**src/rtl/nrisc_pkg.sv**
```systemverilog
// Shared NRISC writeback types: data width, reserved register indices, context FSM states, writeback entry.
// No logic or latency of its own; no flow control.
package nrisc_pkg;

  localparam int TAM = 16;

  localparam logic [3:0] REG_ZERO = 4'd0;
  localparam logic [3:0] REG_R1   = 4'd1;

  typedef enum logic [1:0] {
    USR       = 2'd0,
    DRAIN_IN  = 2'd1,
    FIRQ      = 2'd2,
    DRAIN_OUT = 2'd3
  } state_t;

  typedef struct packed {
    logic [3:0]     rfd;
    logic [TAM-1:0] data;
  } wb_entry;

  // r0 and r1 are not backed by the register file, so writes to them are dropped.
  function automatic logic is_target(input logic [3:0] rfd);
    return (rfd != REG_ZERO) && (rfd != REG_R1);
  endfunction

endpackage

```
**src/rtl/nrisc_wb_fifo.sv**
```systemverilog
// Synchronous FIFO of writeback entries; the head is visible on o_data combinationally, pop takes effect at the edge.
// Pushes are ignored while full; the caller must throttle its producer from o_count/o_full.
module nrisc_wb_fifo
  import nrisc_pkg::*;
#(
  parameter int DEPTH = 2
) (
  input  logic                   clk,
  input  logic                   rst,
  input  logic                   i_push,
  input  wb_entry                i_data,
  input  logic                   i_pop,
  output wb_entry                o_data,
  output logic                   o_full,
  output logic                   o_empty,
  output logic [$clog2(DEPTH):0] o_count
);

  localparam int PW = $clog2(DEPTH);

  wb_entry         r_mem [DEPTH];
  logic [PW-1:0]   r_wptr;
  logic [PW-1:0]   r_rptr;
  logic [PW:0]     r_count;
  logic            w_push;
  logic            w_pop;

  assign o_full  = (r_count == (PW+1)'(DEPTH));
  assign o_empty = (r_count == '0);
  assign o_count = r_count;
  assign o_data  = r_mem[r_rptr];

  assign w_push = i_push && !o_full;
  assign w_pop  = i_pop && !o_empty;

  always_ff @(posedge clk or negedge rst) begin
    if (!rst) begin
      r_wptr  <= '0;
      r_rptr  <= '0;
      r_count <= '0;
    end else begin
      if (w_push) r_wptr <= r_wptr + 1'b1;
      if (w_pop)  r_rptr <= r_rptr + 1'b1;
      case ({w_push, w_pop})
        2'b10:   r_count <= r_count + 1'b1;
        2'b01:   r_count <= r_count - 1'b1;
        default: r_count <= r_count;
      endcase
    end
  end

  always_ff @(posedge clk) begin
    if (w_push) r_mem[r_wptr] <= i_data;
  end

endmodule

```
**src/rtl/nrisc_wb_arbiter.sv**
```systemverilog
// Register-file writeback arbiter plus USR/FIRQ context sequencer; ULA writes land 1 cycle later, loads 2 (1 when NRISC_WB_BYPASS_EN bypasses an empty FIFO).
// ULA has no backpressure and always wins; MEM_WB_ready drops when the load FIFO is full or a context drain is in progress.
module nrisc_wb_arbiter
  import nrisc_pkg::*;
#(
  parameter int FIFO_DEPTH = 2
) (
  input  logic           clk,
  input  logic           rst,
  input  logic           ULA_WB_valid,
  input  logic [3:0]     ULA_WB_rfd,
  input  logic [TAM-1:0] ULA_WB_data,
  input  logic           MEM_WB_valid,
  output logic           MEM_WB_ready,
  input  logic [3:0]     MEM_WB_rfd,
  input  logic [TAM-1:0] MEM_WB_data,
  input  logic           IRQ_req,
  input  logic           IRQ_ret,
  output logic           IRQ_ack,
  output logic           REG_Write,
  output logic [3:0]     REG_RFD,
  output logic [TAM-1:0] REG_D,
  output logic           REG_Interrupt_flag,
  output logic           busy
);

  localparam int CW = $clog2(FIFO_DEPTH) + 1;

  state_t         r_state;
  state_t         w_state_nxt;
  logic           w_switch;
  logic           w_drained;

  logic           r_mem_rdy;
  logic           r_wr;
  logic [3:0]     r_rfd;
  logic [TAM-1:0] r_d;
  logic           r_ack;
  logic           r_flag;
  logic           r_busy;

  logic           w_ula_hit;
  logic           w_mem_hs;
  logic           w_mem_keep;
  logic           w_bypass;
  logic           w_push;
  logic           w_pop;
  logic           w_full;
  logic           w_empty;
  wb_entry        w_head;
  wb_entry        w_mem_entry;
  logic [CW-1:0]  w_count;
  logic [CW-1:0]  w_count_nxt;
  logic           w_wr_nxt;
  logic [3:0]     w_rfd_nxt;
  logic [TAM-1:0] w_d_nxt;

  assign w_ula_hit   = ULA_WB_valid && is_target(ULA_WB_rfd);
  assign w_mem_hs    = MEM_WB_valid && r_mem_rdy;
  assign w_mem_keep  = w_mem_hs && is_target(MEM_WB_rfd);
  assign w_mem_entry = '{rfd: MEM_WB_rfd, data: MEM_WB_data};

`ifdef NRISC_WB_BYPASS_EN
  assign w_bypass = w_mem_keep && w_empty && !w_ula_hit;
`else
  assign w_bypass = 1'b0;
`endif

  assign w_push = w_mem_keep && !w_bypass;
  assign w_pop  = !w_ula_hit && !w_empty;

  nrisc_wb_fifo #(
    .DEPTH (FIFO_DEPTH)
  ) u_fifo (
    .clk     (clk),
    .rst     (rst),
    .i_push  (w_push),
    .i_data  (w_mem_entry),
    .i_pop   (w_pop),
    .o_data  (w_head),
    .o_full  (w_full),
    .o_empty (w_empty),
    .o_count (w_count)
  );

  assign w_count_nxt = w_count + CW'(w_push && !w_full) - CW'(w_pop);

  always_comb begin
    w_wr_nxt  = 1'b0;
    w_rfd_nxt = r_rfd;
    w_d_nxt   = r_d;
    if (w_ula_hit) begin
      w_wr_nxt  = 1'b1;
      w_rfd_nxt = ULA_WB_rfd;
      w_d_nxt   = ULA_WB_data;
    end else if (w_pop) begin
      w_wr_nxt  = 1'b1;
      w_rfd_nxt = w_head.rfd;
      w_d_nxt   = w_head.data;
    end else if (w_bypass) begin
      w_wr_nxt  = 1'b1;
      w_rfd_nxt = MEM_WB_rfd;
      w_d_nxt   = MEM_WB_data;
    end
  end

  // Switching only when nothing is queued, issuing or arriving guarantees the next cycle has no write, so the flag never moves under a write.
  assign w_drained = w_empty && !ULA_WB_valid && !r_wr;

  always_comb begin
    w_state_nxt = r_state;
    w_switch    = 1'b0;
    case (r_state)
      USR:       if (IRQ_req) w_state_nxt = DRAIN_IN;
      DRAIN_IN:  if (w_drained) begin
                   w_state_nxt = FIRQ;
                   w_switch    = 1'b1;
                 end
      FIRQ:      if (IRQ_ret) w_state_nxt = DRAIN_OUT;
      DRAIN_OUT: if (w_drained) begin
                   w_state_nxt = USR;
                   w_switch    = 1'b1;
                 end
      default:   w_state_nxt = USR;
    endcase
  end

  always_ff @(posedge clk or negedge rst) begin
    if (!rst) begin
      r_state <= USR;
    end else begin
      r_state <= w_state_nxt;
    end
  end

  always_ff @(posedge clk or negedge rst) begin
    if (!rst) begin
      r_mem_rdy <= 1'b0;
      r_wr      <= 1'b0;
      r_rfd     <= '0;
      r_d       <= '0;
      r_ack     <= 1'b0;
      r_flag    <= 1'b0;
      r_busy    <= 1'b0;
    end else begin
      r_mem_rdy <= (w_count_nxt != CW'(FIFO_DEPTH)) &&
                   ((w_state_nxt == USR) || (w_state_nxt == FIRQ));
      r_wr      <= w_wr_nxt;
      r_rfd     <= w_rfd_nxt;
      r_d       <= w_d_nxt;
      r_ack     <= w_switch;
      if (w_switch) r_flag <= (r_state == DRAIN_IN);
      r_busy    <= (w_count_nxt != '0) || w_wr_nxt;
    end
  end

  assign MEM_WB_ready       = r_mem_rdy;
  assign REG_Write          = r_wr;
  assign REG_RFD            = r_rfd;
  assign REG_D              = r_d;
  assign IRQ_ack            = r_ack;
  assign REG_Interrupt_flag = r_flag;
  assign busy               = r_busy;

endmodule

```
**config.mk**
```make
export PLATFORM = sky130hd
export DESIGN_NAME = nrisc_wb_arbiter
export DESIGN_NICKNAME = d
export VERILOG_FILES = /design/src/rtl/nrisc_pkg.sv /design/src/rtl/nrisc_wb_fifo.sv /design/src/rtl/nrisc_wb_arbiter.sv
export SDC_FILE = /design/constraint.sdc
export NUM_CORES = 1
export LEC_CHECK = 0
export CAP_MARGIN = 20
export CORE_MARGIN = 2
export CORE_UTILIZATION = 35
export CTS_BUF_LIST = sky130_fd_sc_hd__clkbuf_2
export CTS_CLUSTER_SIZE = 30
export DETAILED_ROUTE_END_ITERATION = 8
export PLACE_DENSITY_LB_ADDON = 0.15
export RECOVER_POWER = 25
export SETUP_SLACK_MARGIN = 0.1
export SYNTH_ARGS = -nofsm -noshare
export SYNTH_HDL_FRONTEND = slang
export SYNTH_SLANG_ARGS = --single-unit
```
**constraint.sdc**
```tcl
create_clock -name clk -period 4.6 [get_ports clk]
set_clock_uncertainty 0.2 [all_clocks]
set_input_delay 0.46 -clock clk [delete_from_list [all_inputs] [get_ports clk]]
set_output_delay 0.46 -clock clk [all_outputs]
set_load 0.05 [all_outputs]
```
After elaboration in Yosys (flattened, before gate mapping)
Memory sizes are Yosys's and may differ from the RTL's.
Cells that the tools add are included.
Word-level totals
  flip-flop bits (word level): 31
  bits in latches: 0
  bits in writable memories: 40
  ROM bits: 0
  input port bits: 46
  memories: 1
Cells by class
  add/subtract/negate cells: 6
  multipliers: 0
  divide/modulo/power cells: 0
  magnitude comparators: 0
  equality and inequality tests: 10
  shift-type cells: 0
  mux-type cells: 16
  bitwise operators: 0
  reductions and logical operators: 27
Memory list
  u_fifo.r_mem: depth 2, bits a word 20, read ports 1, clocked after Yosys merged registers in 0, write ports 1, RTL line nrisc_wb_fifo.sv:21  | wb_entry r_mem [DEPTH];
Operators with widths (number)
  two-way mux 16 bit: 2
  logical AND 1 bit: 11
  == test 2 bit (second input constant): 5
  two-way mux 2 bit: 4
  two-way mux 4 bit: 2
  != test 4 x 1 -> 1 bit (second input constant): 2
  one-hot mux 2 bit (4 select lines): 1
  nonzero test 4 bit: 2
  zero test 2 bit: 3
  two-way mux 1 bit: 6
  nonzero test 2 bit: 3
  zero test 1 bit: 5
  == test 2 x 1 -> 1 bit (second input constant): 2
  one-hot mux 2 bit (2 select lines): 1
  adder 1 bit (second input constant): 2
  adder 2 x 1 -> 2 bit: 1
  adder 2 x 1 -> 2 bit (second input constant): 1
  logical OR 1 bit: 2
  != test 2 bit (second input constant): 1
  OR reduction 2 bit: 1
  subtractor 2 x 1 -> 2 bit: 1
  subtractor 2 x 1 -> 2 bit (second input constant): 1

Logic depth before layout (Yosys ltp)
  depth in word-level cells: 8
  gate-level depth with buffers: 9
  gate-level depth less buffers: 8

Cells and area by module
Synthesis repeated with hierarchy kept, for this count alone.
Second synthesis, totals
  cell total of the unflattened synthesis: 194
  area total of the unflattened synthesis: 2891.5 um^2
By module, submodules not included
  nrisc_wb_fifo: times used 1, cells each 80, area an instance 1637.8 um^2, sequential area each 1301.2 um^2
  nrisc_wb_arbiter: times used 1, cells each 114, area an instance 1253.7 um^2, sequential area each 675.6 um^2

Worst setup path before layout
Ideal clock, no wire load.
  kind: register to register
  start point: register r_mem_rdy, in the netlist MEM_WB_ready
  end point: memory u_fifo.r_mem[0][0] in the netlist's numbering (enable)
  library setup time: 0.397 ns
  arrival: 1.821 ns
  required time: 4.003 ns
  slack: 2.183 ns
  cell stages (with the launch flop): 3
  cell sequence: dfrtp_1 > o2111ai_1 > nor2_1
On the way
  cells in the longest elaborated chain, start to end: 5
RTL lines
  from (decl): RTL line nrisc_wb_arbiter.sv:34  | logic r_mem_rdy;
  from (signal assigned): RTL line nrisc_wb_arbiter.sv:146  | r_mem_rdy <= (w_count_nxt != CW'(FIFO_DEPTH)) &&
  logical AND 1 bit: RTL line nrisc_wb_arbiter.sv:59  | assign w_mem_hs = MEM_WB_valid && r_mem_rdy;
  logical AND 1 bit: RTL line nrisc_wb_arbiter.sv:60  | assign w_mem_keep = w_mem_hs && is_target(MEM_WB_rfd);
  logical AND 1 bit: RTL line nrisc_wb_fifo.sv:33  | assign w_push = i_push && !o_full;
  two-way mux 1 bit: RTL line nrisc_wb_fifo.sv:53  | if (w_push) r_mem[r_wptr] <= i_data;
  two-way mux 1 bit (implied by the code): RTL line nrisc_wb_fifo.sv:53
  to (decl): RTL line nrisc_wb_fifo.sv:21
No other way between the ends.

Worst setup path in the final report
  start point: input ULA_WB_valid
  end point: register r_mem_rdy, in the netlist MEM_WB_ready
On the way
  cells in the longest elaborated chain, start to end: 8
  elaborated cells on any way between the ends: 15
  those cells by class: add/sub: 1; eq/ne: 2; mux: 3; reduce/logical: 9
RTL lines
  from (decl): RTL line nrisc_wb_arbiter.sv:10  | input logic ULA_WB_valid,
  zero test 1 bit: RTL line nrisc_wb_arbiter.sv:108  | assign w_drained = w_empty && !ULA_WB_valid && !r_wr;
  logical AND 1 bit (2 in series): RTL line nrisc_wb_arbiter.sv:108
  two-way mux 2 bit (on tied branches): RTL line nrisc_wb_arbiter.sv:120, nrisc_wb_arbiter.sv:115
  one-hot mux 2 bit (4 select lines): RTL line nrisc_wb_arbiter.sv:113  | case (r_state)
  == test 2 bit or zero test 2 bit (tied branches): RTL line nrisc_wb_arbiter.sv:147  | ((w_state_nxt == USR) || (w_state_nxt == FIRQ));
  logical OR 1 bit: RTL line nrisc_wb_arbiter.sv:147
  logical AND 1 bit (*): RTL line nrisc_wb_arbiter.sv:146
Mark *: on every way between the ends. The rest lies on a longest branch, timed or not.
A chain may end at the register's enable or synchronous reset.

==> flow_summary.toml <==
[yosys]
synth_cells = 194
syn-cell-area_mm2 = 0.002875
synth.yosys.warnings = 0
synth_top_area_share_pct = 41.78
syn_area_per_cell_um2 = 14.82
synth-seq-area-share_pct = 68.76
flip_flop_and_latch_count_after_synthesis = 71
synthTopCellsByArea = "sky130_fd_sc_hd__edfxtp_1, sky130_fd_sc_hd__dfrtp_1, sky130_fd_sc_hd__mux2_2"
yosysTopAreaCell = "sky130_fd_sc_hd__edfxtp_1"
yosys.cell_types.count = 23
synth.net_count = 243

[worst_setup_path]
worstPathBufferInverterCount = 3
cp_slowest_stage_delay_ns = 0.58
timing.critical_path.slowest_stage_cell = "sky130_fd_sc_hd__clkdlybuf4s50_1"
worstPathArrival_ns = 2.74
ordered_cell_list_for_the_critical_path = "clkdlybuf4s50_1 > o31a_1 > buf_4 > nor2_1 > ha_1 > inv_1 > ha_1 > xor2_1 > xnor2_1 > o221a_2"
startpoint_type = "input port"
cp-end-kind = "register"
path_class = "in2reg"
worst_ep_required_time_ns = 4.76
critical_path.most_common_cell = "sky130_fd_sc_hd__ha_1"
cp_top_family = "buffers and inverters"
reg2reg_depth = 4
critical_path_peak_fanout = 39
critical_path_cell_count = 10

[timing]
timing.fmax_mhz = 387.8
finalMaxSlewViolations = 32
timing.final.crit_share_pct = 56.06
rsz0062_at_grt = "false"
fin_setup_tns_ns = 0
hold_viol = 0
final.min_clock_period_ns = 2.579
max-slew-margin-rel_pct = -21.90
worst_slew_pin_slew_ns = 1.828
setup_viol_count_final = 0

[routing]
remaining_drc_errors = 0
postRouteWirelength_um = 5373
dr.pass1.iters = 3
drt_iter0_drc = 55
viasPerCell = 4.553
drt_wl_cell_um = 14.14
detail-route-antenna-nets = 0
routed-via-count = 1730

[global_routing]
antenna_found_initial = 0
groute.usage.overall_pct = 12.87
global_route_wire_length_before_repair_um = 8583
globalRoute.totalOverflow = 0
grt_pass1_vias = 1684
maximum_number_of_pins_on_one_net_before_global_route_repair = 40

[floorplanning]
fp.dieArea_mm2 = 0.008956
initial_standard_cell_utilization_of_the_core_pct = 35.53
placement_rows = 33
core_region_area_mm2 = 0.008093
die_height_um = 94.64
design.portCount = 71
die_x_um = 94.64

[final_layout]
area_delta_synth_final_pct = 31.33
final_layout_size_suffix_gt1_share_pct = 14.55
postLayoutCellArea_mm2 = 0.003776
n_antenna_cell = 0
fin_nets = 319

[power]
power_density_mw_per_mm2 = 517.0
swShare_pct = 37.87
pwr-share-comb_pct = 40.6
p_clk_share_pct = 13.8
internal-power_uw = 1213
worst_ir_drop_vdd_mv = 0.1970
power_switching_uw = 739.3
power.static_leakage_uw = 0.001515
seq_power_share_pct = 45.6

[run]
cap_viol_max_count = 1

[clock_tree]
worst_setup_hold_path_clk_slew_ns = 0.18
clock_tree.root_cell = "sky130_fd_sc_hd__clkbuf_2"
cts_post_setup_buffers_inserted = 0
clock-sinks = 71
insertion_delay_of_the_later_clocked_pin_in_the_worst_skew_pair_ns = 0.45
post_cts_resize_count = 0
numCtsBuffers = 9
clockBufferDepth = 2
tritoncts = "yes"
ctsHoldBuffers = 1
htree_num_levels = 3

[worst_hold_path]
min-delay-path-class = "reg2reg"
worst_hold_path.num_cells = 1

[place]
portBuffers = 70
dp_hpwl_um = 3517
cell_area_reported_after_detailed_placement_mm2 = 0.003675
place_congestion = 0.7695

[status]
violations = "capacitance limit, slew limit"
outcome = "finished, violations left"
==> cell type report <==
cell class              count  area, um2
clock buffers              13      65.06
clock inverters             3      12.51
fillers                   762       4317
inverters                   5      18.77
multi-input cells         109      837.1
flip-flops and latches     71       1977
well taps                 105      131.4
repair buffers             74      734.5
==> placed cells by master, fill, tap and decap left out, drive strengths merged, types with 2 or more instances in the layout <==
| cell | Yosys | routed |
|---|---|---|
| clkbuf | 4 | 14 |
| dlygate4sd3 | 0 | 21 |
| xor2 | 3 | 3 |
| edfxtp | 40 | 40 |
| mux2i | 21 | 21 |
| clkinv | 0 | 3 |
| xnor2 | 5 | 5 |
| clkdlybuf4s50 | 0 | 49 |
| nor2 | 5 | 5 |
| ha | 3 | 3 |
| inv | 5 | 5 |
| buf | 5 | 3 |
| or3 | 2 | 2 |
| mux2 | 20 | 20 |
| nand2 | 21 | 21 |
| o21ai | 21 | 21 |
| dfrtp | 31 | 31 |
==> sequential cells by signal, summed over array words and instances, names as in the netlist <==
name                count
u_fifo.o_count          2
busy                    1
u_fifo.r_rptr           1
r_state                 2
REG_Interrupt_flag      1
IRQ_ack                 1
MEM_WB_ready            1
REG_D                  16
u_fifo.r_mem           40
REG_RFD                 4
u_fifo.r_wptr           1
REG_Write               1
==> worst paths after layout <==
| kind | startpoint | end | slack [ns] |
|---|---|---|---|
| setup / recovery | ULA_WB_valid | MEM_WB_ready | 2.02 |
| hold / removal | u_fifo.r_wptr | u_fifo.r_wptr | 0.32 |
| setup reg to reg | u_fifo.o_count[1] | u_fifo.r_mem[1][11] | 2.31 |
| hold reg to reg | u_fifo.r_wptr | u_fifo.r_wptr | 0.32 |
| max in group asynchronous | rst | REG_D[7] | 2.33 |
| min in group asynchronous | rst | REG_Interrupt_flag | 0.81 |
==> power by group through the flow <==
stage / sequential (uW) / combinational [uW] / clock [uW]
after floorplan: 1090 / 370 / 0
after global placement: 912 / 797 / 0
after detailed placement: 910 / 801 / 0
after CTS: 897 / 806 / 287
after global routing: 912 / 857 / 317
final: 891 / 792 / 269
==> cell usage after synthesis <==
cell type / count
sky130_fd_sc_hd__nand2_1: 21
sky130_fd_sc_hd__o221a_2: 1
sky130_fd_sc_hd__xor2_1: 3
sky130_fd_sc_hd__nand2b_1: 1
sky130_fd_sc_hd__o21ai_0: 21
sky130_fd_sc_hd__inv_1: 5
sky130_fd_sc_hd__and2_1: 1
sky130_fd_sc_hd__nor2_1: 5
sky130_fd_sc_hd__dfrtp_1: 31
sky130_fd_sc_hd__ha_1: 3
sky130_fd_sc_hd__clkbuf_1: 4
sky130_fd_sc_hd__edfxtp_1: 40
sky130_fd_sc_hd__or2_1: 1
sky130_fd_sc_hd__mux2i_1: 21
sky130_fd_sc_hd__buf_2: 3
sky130_fd_sc_hd__o2111ai_1: 1
sky130_fd_sc_hd__o31a_1: 1
sky130_fd_sc_hd__or3_1: 2
sky130_fd_sc_hd__buf_4: 2
sky130_fd_sc_hd__xnor2_1: 5
sky130_fd_sc_hd__mux2_2: 20
sky130_fd_sc_hd__a21oi_1: 1
sky130_fd_sc_hd__nor4b_4: 1
==> metrics by stage <==
stage | total power, uW | utilization, % | worst slack, ns | cells | hold slack (ns)
after CTS | 1990 | 46.49 | 2.036 | 379 | 0.2834
after detailed placement | 1711 | 45.41 | 1.519 | 362 | 0.3007
after floorplan | 1459 | - | 2.183 | 194 | -0.03559
after global routing | 2086 | 46.66 | 1.876 | 380 | 0.2760
final | 1952 | 46.66 | 2.021 | 380 | 0.3228
after global placement | 1708 | 45.41 | 1.550 | 362 | 0.3013
==> routing by layer <==
| metal | GRT usage, % | vias to the layer above | wire [um] |
|---|---|---|---|
| met5 | 0 | - | 0 |
| met4 | 5.797 | 0 | 57 |
| met3 | 2.713 | 6 | 248 |
| met2 | 19.44 | 40 | 2519 |
| met1 | 17.87 | 829 | 2548 |
| li1 | - | 855 | - |
==> cells by family after synthesis <==
family / synth area share (%)
buffers and inverters: 2.219
adders and majority gates: 1.306
DFF: 68.76
xor gates and xnor gates: 2.437
AOI/OAI and AO/OA: 4.830
muxes: 15.14
and+or+nand+nor: 5.309
Note: power is estimated with default switching activity, not from simulation.
